<file path="config.mk">
export PLATFORM = sky130hd
export DESIGN_NAME = lock_sequencer
export DESIGN_NICKNAME = d
export VERILOG_FILES = /design/src/rtl/lock_sequencer_pkg.sv /design/src/rtl/lock_timer.sv /design/src/rtl/lock_sequencer.sv
export SDC_FILE = /design/constraint.sdc
export NUM_CORES = 1
export LEC_CHECK = 0
export BUFFER_PORTS_ARGS = -buffer_cell sky130_fd_sc_hd__buf_4
export CORE_UTILIZATION = 40
export CTS_CLUSTER_SIZE = 12
export DETAILED_ROUTE_END_ITERATION = 8
export GPL_TIMING_DRIVEN = 0
export PLACE_DENSITY = 0.67
export SYNTH_ARGS = -nofsm -noshare
export SYNTH_HDL_FRONTEND = slang
export SYNTH_SLANG_ARGS = --single-unit
</file>
<file path="constraint.sdc">
create_clock -name clk -period 2 [get_ports clk]
set_input_delay 0.4 -clock clk [delete_from_list [all_inputs] [get_ports clk]]
set_output_delay 0.4 -clock clk [all_outputs]
set_load 0.05 [all_outputs]
</file>
<file path="src/rtl/lock_sequencer_pkg.sv">
// lock_sequencer_pkg
//   Shared constants for the digital-lock sequencer: FSM state encodings,
//   RGB colour codes and the digit-shift helper used by the entry logic.
//   No ports (package).
package lock_sequencer_pkg;

  localparam int NUM_DIGITS = 4;

  typedef logic [2:0] state_t;

  localparam logic [2:0] ST_ENTRY   = 3'd0;
  localparam logic [2:0] ST_CHECK   = 3'd1;
  localparam logic [2:0] ST_OPEN    = 3'd2;
  localparam logic [2:0] ST_ERROR   = 3'd3;
  localparam logic [2:0] ST_LOCKOUT = 3'd4;

  // {R,G,B}
  localparam logic [2:0] RGB_BLUE  = 3'b001;
  localparam logic [2:0] RGB_GREEN = 3'b010;
  localparam logic [2:0] RGB_RED   = 3'b100;

  // Newest digit enters at the least-significant nibble.
  function automatic logic [15:0] shift_digit(input logic [15:0] v, input logic [3:0] d);
    return {v[11:0], d};
  endfunction

endpackage

</file>
<file path="src/rtl/lock_timer.sv">
// lock_timer
//   10-bit loadable down-counter that times the OPEN / ERROR / LOCKOUT phases.
//   Ports:
//     clk, gen_rst   clock, asynchronous active-high reset
//     load_i         load load_val_i this cycle (has priority over tick_i)
//     load_val_i     value to load (0 clears the counter)
//     tick_i         timebase strobe, decrements a non-zero count
//     cnt_o          current count (registered)
//     expire_o       tick_i while the count is 1, i.e. the phase ends this edge
module lock_timer (
  input  logic       clk,
  input  logic       gen_rst,
  input  logic       load_i,
  input  logic [9:0] load_val_i,
  input  logic       tick_i,
  output logic [9:0] cnt_o,
  output logic       expire_o
);

  logic [9:0] cnt_q;

  always_ff @(posedge clk or posedge gen_rst) begin
    if (gen_rst) begin
      cnt_q <= 10'd0;
    end else if (load_i) begin
      cnt_q <= load_val_i;
    end else if (tick_i && (cnt_q != 10'd0)) begin
      cnt_q <= cnt_q - 10'd1;
    end
  end

  assign cnt_o    = cnt_q;
  assign expire_o = tick_i && (cnt_q == 10'd1);

endmodule

</file>
<file path="src/rtl/lock_sequencer.sv">
// lock_sequencer
//   Central FSM of the digital lock: collects four digits, compares them with
//   the stored password, counts failed attempts and sequences the timed
//   OPEN / ERROR / LOCKOUT phases. All outputs are registered.
//   Optional feature macro: LOCK_PWCHANGE_EN (password change while OPEN).
//   Ports:
//     clk, gen_rst              clock, asynchronous active-high reset
//     tick_in                   timebase strobe for the timed phases
//     enter_pulse, submit_pulse debounced button pulses
//     digit_in                  switch value latched by enter_pulse
//     value_16bit               entered code, newest digit in [3:0]
//     pw_16bit                  stored password
//     lock_status               1 = locked
//     enb_inp                   1 = digit entry accepted
//     count                     digits entered (0..4)
//     error_counter             consecutive failed attempts
//     led_cnt                   remaining ticks of the current timed phase
//     rgb                       {R,G,B} status colour
module lock_sequencer
  import lock_sequencer_pkg::*;
#(
  parameter int          MAX_ERRORS    = 3,
  parameter int          OPEN_TICKS    = 10,
  parameter int          ERR_TICKS     = 3,
  parameter int          LOCKOUT_TICKS = 30,
  parameter logic [15:0] DEFAULT_PW    = 16'h0000
) (
  input  logic        clk,
  input  logic        gen_rst,
  input  logic        tick_in,
  input  logic        enter_pulse,
  input  logic        submit_pulse,
  input  logic [3:0]  digit_in,
  output logic [15:0] value_16bit,
  output logic [15:0] pw_16bit,
  output logic        lock_status,
  output logic        enb_inp,
  output logic [2:0]  count,
  output logic [2:0]  error_counter,
  output logic [9:0]  led_cnt,
  output logic [2:0]  rgb
);

  localparam logic [2:0] FULL = 3'(NUM_DIGITS);

  state_t      state_q, state_d;
  logic [15:0] value_q, value_d;
  logic [2:0]  count_q, count_d;
  logic [2:0]  err_q, err_d;
  logic [2:0]  err_inc;
  logic        lock_q, lock_d;
  logic        enb_q, enb_d;
  logic [2:0]  rgb_q, rgb_d;
  logic [15:0] pw_cur;
  logic        go_entry;
  logic        tmr_load;
  logic [9:0]  tmr_val;
  logic        tmr_expire;

`ifdef LOCK_PWCHANGE_EN
  logic [15:0] pw_q, pw_d;
  assign pw_cur = pw_q;
`else
  assign pw_cur = DEFAULT_PW;
`endif

  assign err_inc = err_q + 3'd1;

  always_comb begin
    state_d  = state_q;
    value_d  = value_q;
    count_d  = count_q;
    err_d    = err_q;
    go_entry = 1'b0;
    tmr_load = 1'b0;
    tmr_val  = 10'd0;
`ifdef LOCK_PWCHANGE_EN
    pw_d     = pw_q;
`endif
    case (state_q)
      ST_ENTRY: begin
        // A full code makes submit win; otherwise enter wins.
        if (submit_pulse && (count_q == FULL)) begin
          state_d = ST_CHECK;
        end else if (enter_pulse && (count_q < FULL)) begin
          value_d = shift_digit(value_q, digit_in);
          count_d = count_q + 3'd1;
        end
      end
      ST_CHECK: begin
        // Loading the timer here also swallows any tick in this cycle.
        tmr_load = 1'b1;
        if (value_q == pw_cur) begin
          state_d = ST_OPEN;
          err_d   = 3'd0;
          tmr_val = 10'(OPEN_TICKS);
`ifdef LOCK_PWCHANGE_EN
          // Start a fresh entry buffer for a possible new password.
          value_d = 16'd0;
          count_d = 3'd0;
`endif
        end else begin
          err_d = err_inc;
          if (err_inc == 3'(MAX_ERRORS)) begin
            state_d = ST_LOCKOUT;
            tmr_val = 10'(LOCKOUT_TICKS);
          end else begin
            state_d = ST_ERROR;
            tmr_val = 10'(ERR_TICKS);
          end
        end
      end
      ST_OPEN: begin
`ifdef LOCK_PWCHANGE_EN
        if (submit_pulse) begin
          if (count_q == FULL) pw_d = value_q;
          go_entry = 1'b1;
        end else begin
          if (enter_pulse && (count_q < FULL)) begin
            value_d = shift_digit(value_q, digit_in);
            count_d = count_q + 3'd1;
          end
          if (tmr_expire) go_entry = 1'b1;
        end
`else
        if (submit_pulse || tmr_expire) go_entry = 1'b1;
`endif
      end
      ST_ERROR: begin
        if (tmr_expire) go_entry = 1'b1;
      end
      ST_LOCKOUT: begin
        if (tmr_expire) begin
          go_entry = 1'b1;
          err_d    = 3'd0;
        end
      end
      default: begin
        go_entry = 1'b1;
      end
    endcase

    if (go_entry) begin
      state_d  = ST_ENTRY;
      value_d  = 16'd0;
      count_d  = 3'd0;
      // Early relock must also clear the remaining-time display.
      tmr_load = 1'b1;
      tmr_val  = 10'd0;
    end
  end

  // Status outputs are decoded from the next state so they register together.
  always_comb begin
    lock_d = (state_d != ST_OPEN);
`ifdef LOCK_PWCHANGE_EN
    enb_d  = (state_d == ST_ENTRY) || (state_d == ST_OPEN);
`else
    enb_d  = (state_d == ST_ENTRY);
`endif
    case (state_d)
      ST_OPEN:               rgb_d = RGB_GREEN;
      ST_ERROR, ST_LOCKOUT:  rgb_d = RGB_RED;
      default:               rgb_d = RGB_BLUE;
    endcase
  end

  always_ff @(posedge clk or posedge gen_rst) begin
    if (gen_rst) begin
      state_q <= ST_ENTRY;
      value_q <= 16'd0;
      count_q <= 3'd0;
      err_q   <= 3'd0;
      lock_q  <= 1'b1;
      enb_q   <= 1'b1;
      rgb_q   <= RGB_BLUE;
`ifdef LOCK_PWCHANGE_EN
      pw_q    <= DEFAULT_PW;
`endif
    end else begin
      state_q <= state_d;
      value_q <= value_d;
      count_q <= count_d;
      err_q   <= err_d;
      lock_q  <= lock_d;
      enb_q   <= enb_d;
      rgb_q   <= rgb_d;
`ifdef LOCK_PWCHANGE_EN
      pw_q    <= pw_d;
`endif
    end
  end

  lock_timer u_timer (
    .clk        (clk),
    .gen_rst    (gen_rst),
    .load_i     (tmr_load),
    .load_val_i (tmr_val),
    .tick_i     (tick_in),
    .cnt_o      (led_cnt),
    .expire_o   (tmr_expire)
  );

  assign value_16bit   = value_q;
  assign pw_16bit      = pw_cur;
  assign lock_status   = lock_q;
  assign enb_inp       = enb_q;
  assign count         = count_q;
  assign error_counter = err_q;
  assign rgb           = rgb_q;

endmodule
</file>
==> run_results.csv <==
group,metric,value,unit
timing,slew_headroom,42.8,%
worst_setup_path,cp_slowest_stage_delay,0.57,ns
worst_setup_path,cp.depth,6,
synthesis,synth_enable_flop_cells,0,
timing,final-setup-viol-count,26,
timing,max_freq,478,MHz
drt,via_per_inst,5.02,
drt,num_vias,1958,
run,maxCapViolations,0,
worst_setup_path,cp-endpoint,"value_16bit[4]",
floorplan,dieArea,5660,um2
final_layout,synthToLayoutAreaGrowth,42.5,%
synthesis,yosysWarningCount,0,
worst_setup_path,crit_path_start,"u_timer.cnt_o[9]",
worst_setup_path,cp-start-kind,"flip-flop",
worst_setup_path,rrSetupSlack,-0.09,ns
synthesis,ys_ff_latch,40,
status,status,"finished, violations left",
global_route,grt-ovfl-total,0,
drt,wl_per_cell,13.7,um
worst_setup_path,crit_family,"simple AND/OR/NAND/NOR gates",
clocking,cts_tree,"done",
clocking,cts.clk_slew.worst_paths,0.08,ns
clocking,cts.sinks,40,
worst_setup_path,worstPathRequired,2.18,ns
floorplan,die_h,75.3,um
timing,slew_viol_final,0,
drt,routed_wl,5350,um
global_route,grtUsageTotal,19.3,%
timing,worstMarginPinSlew,0.856,ns
timing,period_needed,2.09,ns
final_layout,fillers,493,
clocking,clock_latency,0.29,ns
synthesis,synthArstFlopShare,100,%
timing,rsz0062_at_grt,"true",
placement,dp_hpwl,3450,um
worst_setup_path,end_kind,"flip-flop",
synthesis,synth_flop_cell,"dfrtp_1",
global_route,grt_pass1_vias,1721,
final_layout,multi_input_area,1160,um2
final_layout,stdcell_count,390,
floorplan,die_x,75.3,um
global_route,antenna_found_initial,0,
worst_setup_path,r2r_end,"value_16bit[4]",
synthesis,avgSynthCellArea,9.10,um2
final_layout,drive_above_1_share,42.5,%
worst_setup_path,crit_chain,"or4_4, or3_4, a31oi_4, buf_6, clkbuf_16, a21oi_1",
synthesis,syn-cell-area,2150,um2
global_route,grt_pass1_wl,8200,um
synthesis,seq_area_frac_synth,46.8,%
worst_setup_path,crit_fanout,5,
clocking,clockBufferDepth,2,
synthesis,synth_top_area_cell,"dfrtp_1",
final_layout,fin_nets,335,
worst_setup_path,worst-r2r-cell-count,6,
timing,finClkSkew,0.0108,ns
worst_setup_path,path_class,"flip-flop to flip-flop",
floorplan,boundaryPins,62,
worst_setup_path,cp_num_buf_inv,2,
placement,dpl-instance-area,2660,um2
floorplan,start_util,41.8,%
final_layout,stdcell_area,3060,um2
timing,finalCritPeriodShare,105,%
drt,detail_route.iter0.violations,109,
clocking,ctsRootBufferMaster,"clkbuf_8",
placement,port_buffers,45,
drt,drtAntennaViolNets,0,
final_layout,regArea,1010,um2
clocking,cts_buffers,5,
synthesis,synth_top_area_share,43.1,%
clocking,cts_max_level,2,
worst_setup_path,slowest_stage,"or4_4",
final_layout,n_antenna_cell,0,
worst_hold_path,hold_class,"input port to async pin",
floorplan,core_area,5140,um2
timing,fin_ws,-0.0922,ns
worst_setup_path,arrival,2.27,ns
timing,finalHoldViolCount,0,
drt,drc_errors,0,
synthesis,synth.distinct_cells,44,
worst_setup_path,r2r_start,"u_timer.cnt_o[9]",
global_route,grt_max_degree,41,
clocking,cts_hold_buffers,0,
drt,drt-pass1-iter-count,4,
placement,place_inst,366,
status,violations,"setup timing",
synthesis,synthTopCellsByArea,"dfrtp_1 (43%), nand2_1 (8.0%), buf_4 (5.6%)",
synthesis,syn_inst,236,
floorplan,num_rows,26,
placement,gp_congestion,0.767,
kinds of logic after synthesis:
group | Yosys count | synth area share (%)
other cells | 1 | 0.175
compound gates | 46 | 14.0
simple gates | 103 | 23.5
buf+inv | 32 | 8.57
xor+xnor | 7 | 2.86
fa+ha+maj | 7 | 4.08
flops | 40 | 46.8
timing repair:
action	in CTS	in global routing
pin swaps	6	7
cloned	0	2
endpoints found under the setup margin	37	37
gates resized for setup	13	32
setup buffers	7	9
worst min path at each step:
stage               slack (ns)        startpoint               end  depth (start not counted)
floorplan                 0.53      submit_pulse            rgb[2]                          1
global placement          0.55  error_counter[2]  error_counter[2]                          1
detailed placement        0.55   value_16bit[12]   value_16bit[12]                          2
CTS                       0.32           gen_rst  error_counter[2]                          2
global route              0.34       digit_in[3]    value_16bit[3]                          3
finish                    0.28           gen_rst   value_16bit[10]                          2
flip-flops by register name, summed over array words and instances (netlist names):
name / cells
error_counter: 3
count: 3
rgb: 3
value_16bit: 16
lock_status: 1
u_timer.cnt_o: 10
enb_inp: 1
state_q: 3
cell type report:
type / instances / share of cell area (%)
buffer: 22 / 5.48
clock buffer: 7 / 2.49
clock inverter: 1 / 0.164
inverter: 8 / 0.981
multi-input combinational: 179 / 37.9
sequential: 40 / 33.0
tap: 70 / 2.86
timing repair buffer: 63 / 17.1
per-stage QoR:
| stage | hold slack (ns) | TNS [ns] | util [%] | worst slack (ns) |
|---|---|---|---|---|
| 5_1_grt | 0.345 | -3.20 | 59.5 | -0.133 |
| 4_1_cts | 0.316 | -2.21 | 54.9 | -0.113 |
| 2_1_floorplan | 0.528 | -3.74 | - | -0.143 |
| 6_report | 0.282 | -1.65 | 59.5 | -0.0922 |
| 3_3_place_gp | 0.548 | -6.21 | 51.7 | -0.319 |
| 3_5_place_dp | 0.545 | -6.41 | 51.7 | -0.365 |
placed cells by master (no fill, tap or decap), types with 6 or more instances in the layout:
| master | instances |
|---|---|
| buf_4 | 73 |
| nand2_1 | 45 |
| dfrtp_1 | 32 |
| a21oi_2 | 16 |
| conb_1 | 16 |
| nor2_1 | 11 |
| nor4_1 | 8 |
| inv_1 | 7 |
| ha_1 | 7 |
| nand3_1 | 6 |
cells in the mapped netlist (all sizes together), types with 3 or more instances:
cell type,n
a21oi,20
nor3b,3
buf,19
inv,8
nand3,6
xnor2,5
or3,4
dfstp,3
o21ai,9
a31oi,3
nor2b,3
nor2,15
clkbuf,5
ha,7
nor3,5
nand2,46
nor4,10
dfrtp,37
or2,4
layer usage:
| metal | vias to the layer above | GRT usage, % | routed length (um) |
|---|---|---|---|
| li1 | 948 | - | - |
| met1 | 939 | 25.0 | 2310 |
| met2 | 63 | 33.4 | 2700 |
| met3 | 8 | 4.15 | 273 |
| met4 | 0 | 4.32 | 72 |
| met5 | - | 0 | 0 |
Power is left out: the tool's default activity adds up to more than one toggle a clock period on the data nets, which glitch-free logic cannot reach.
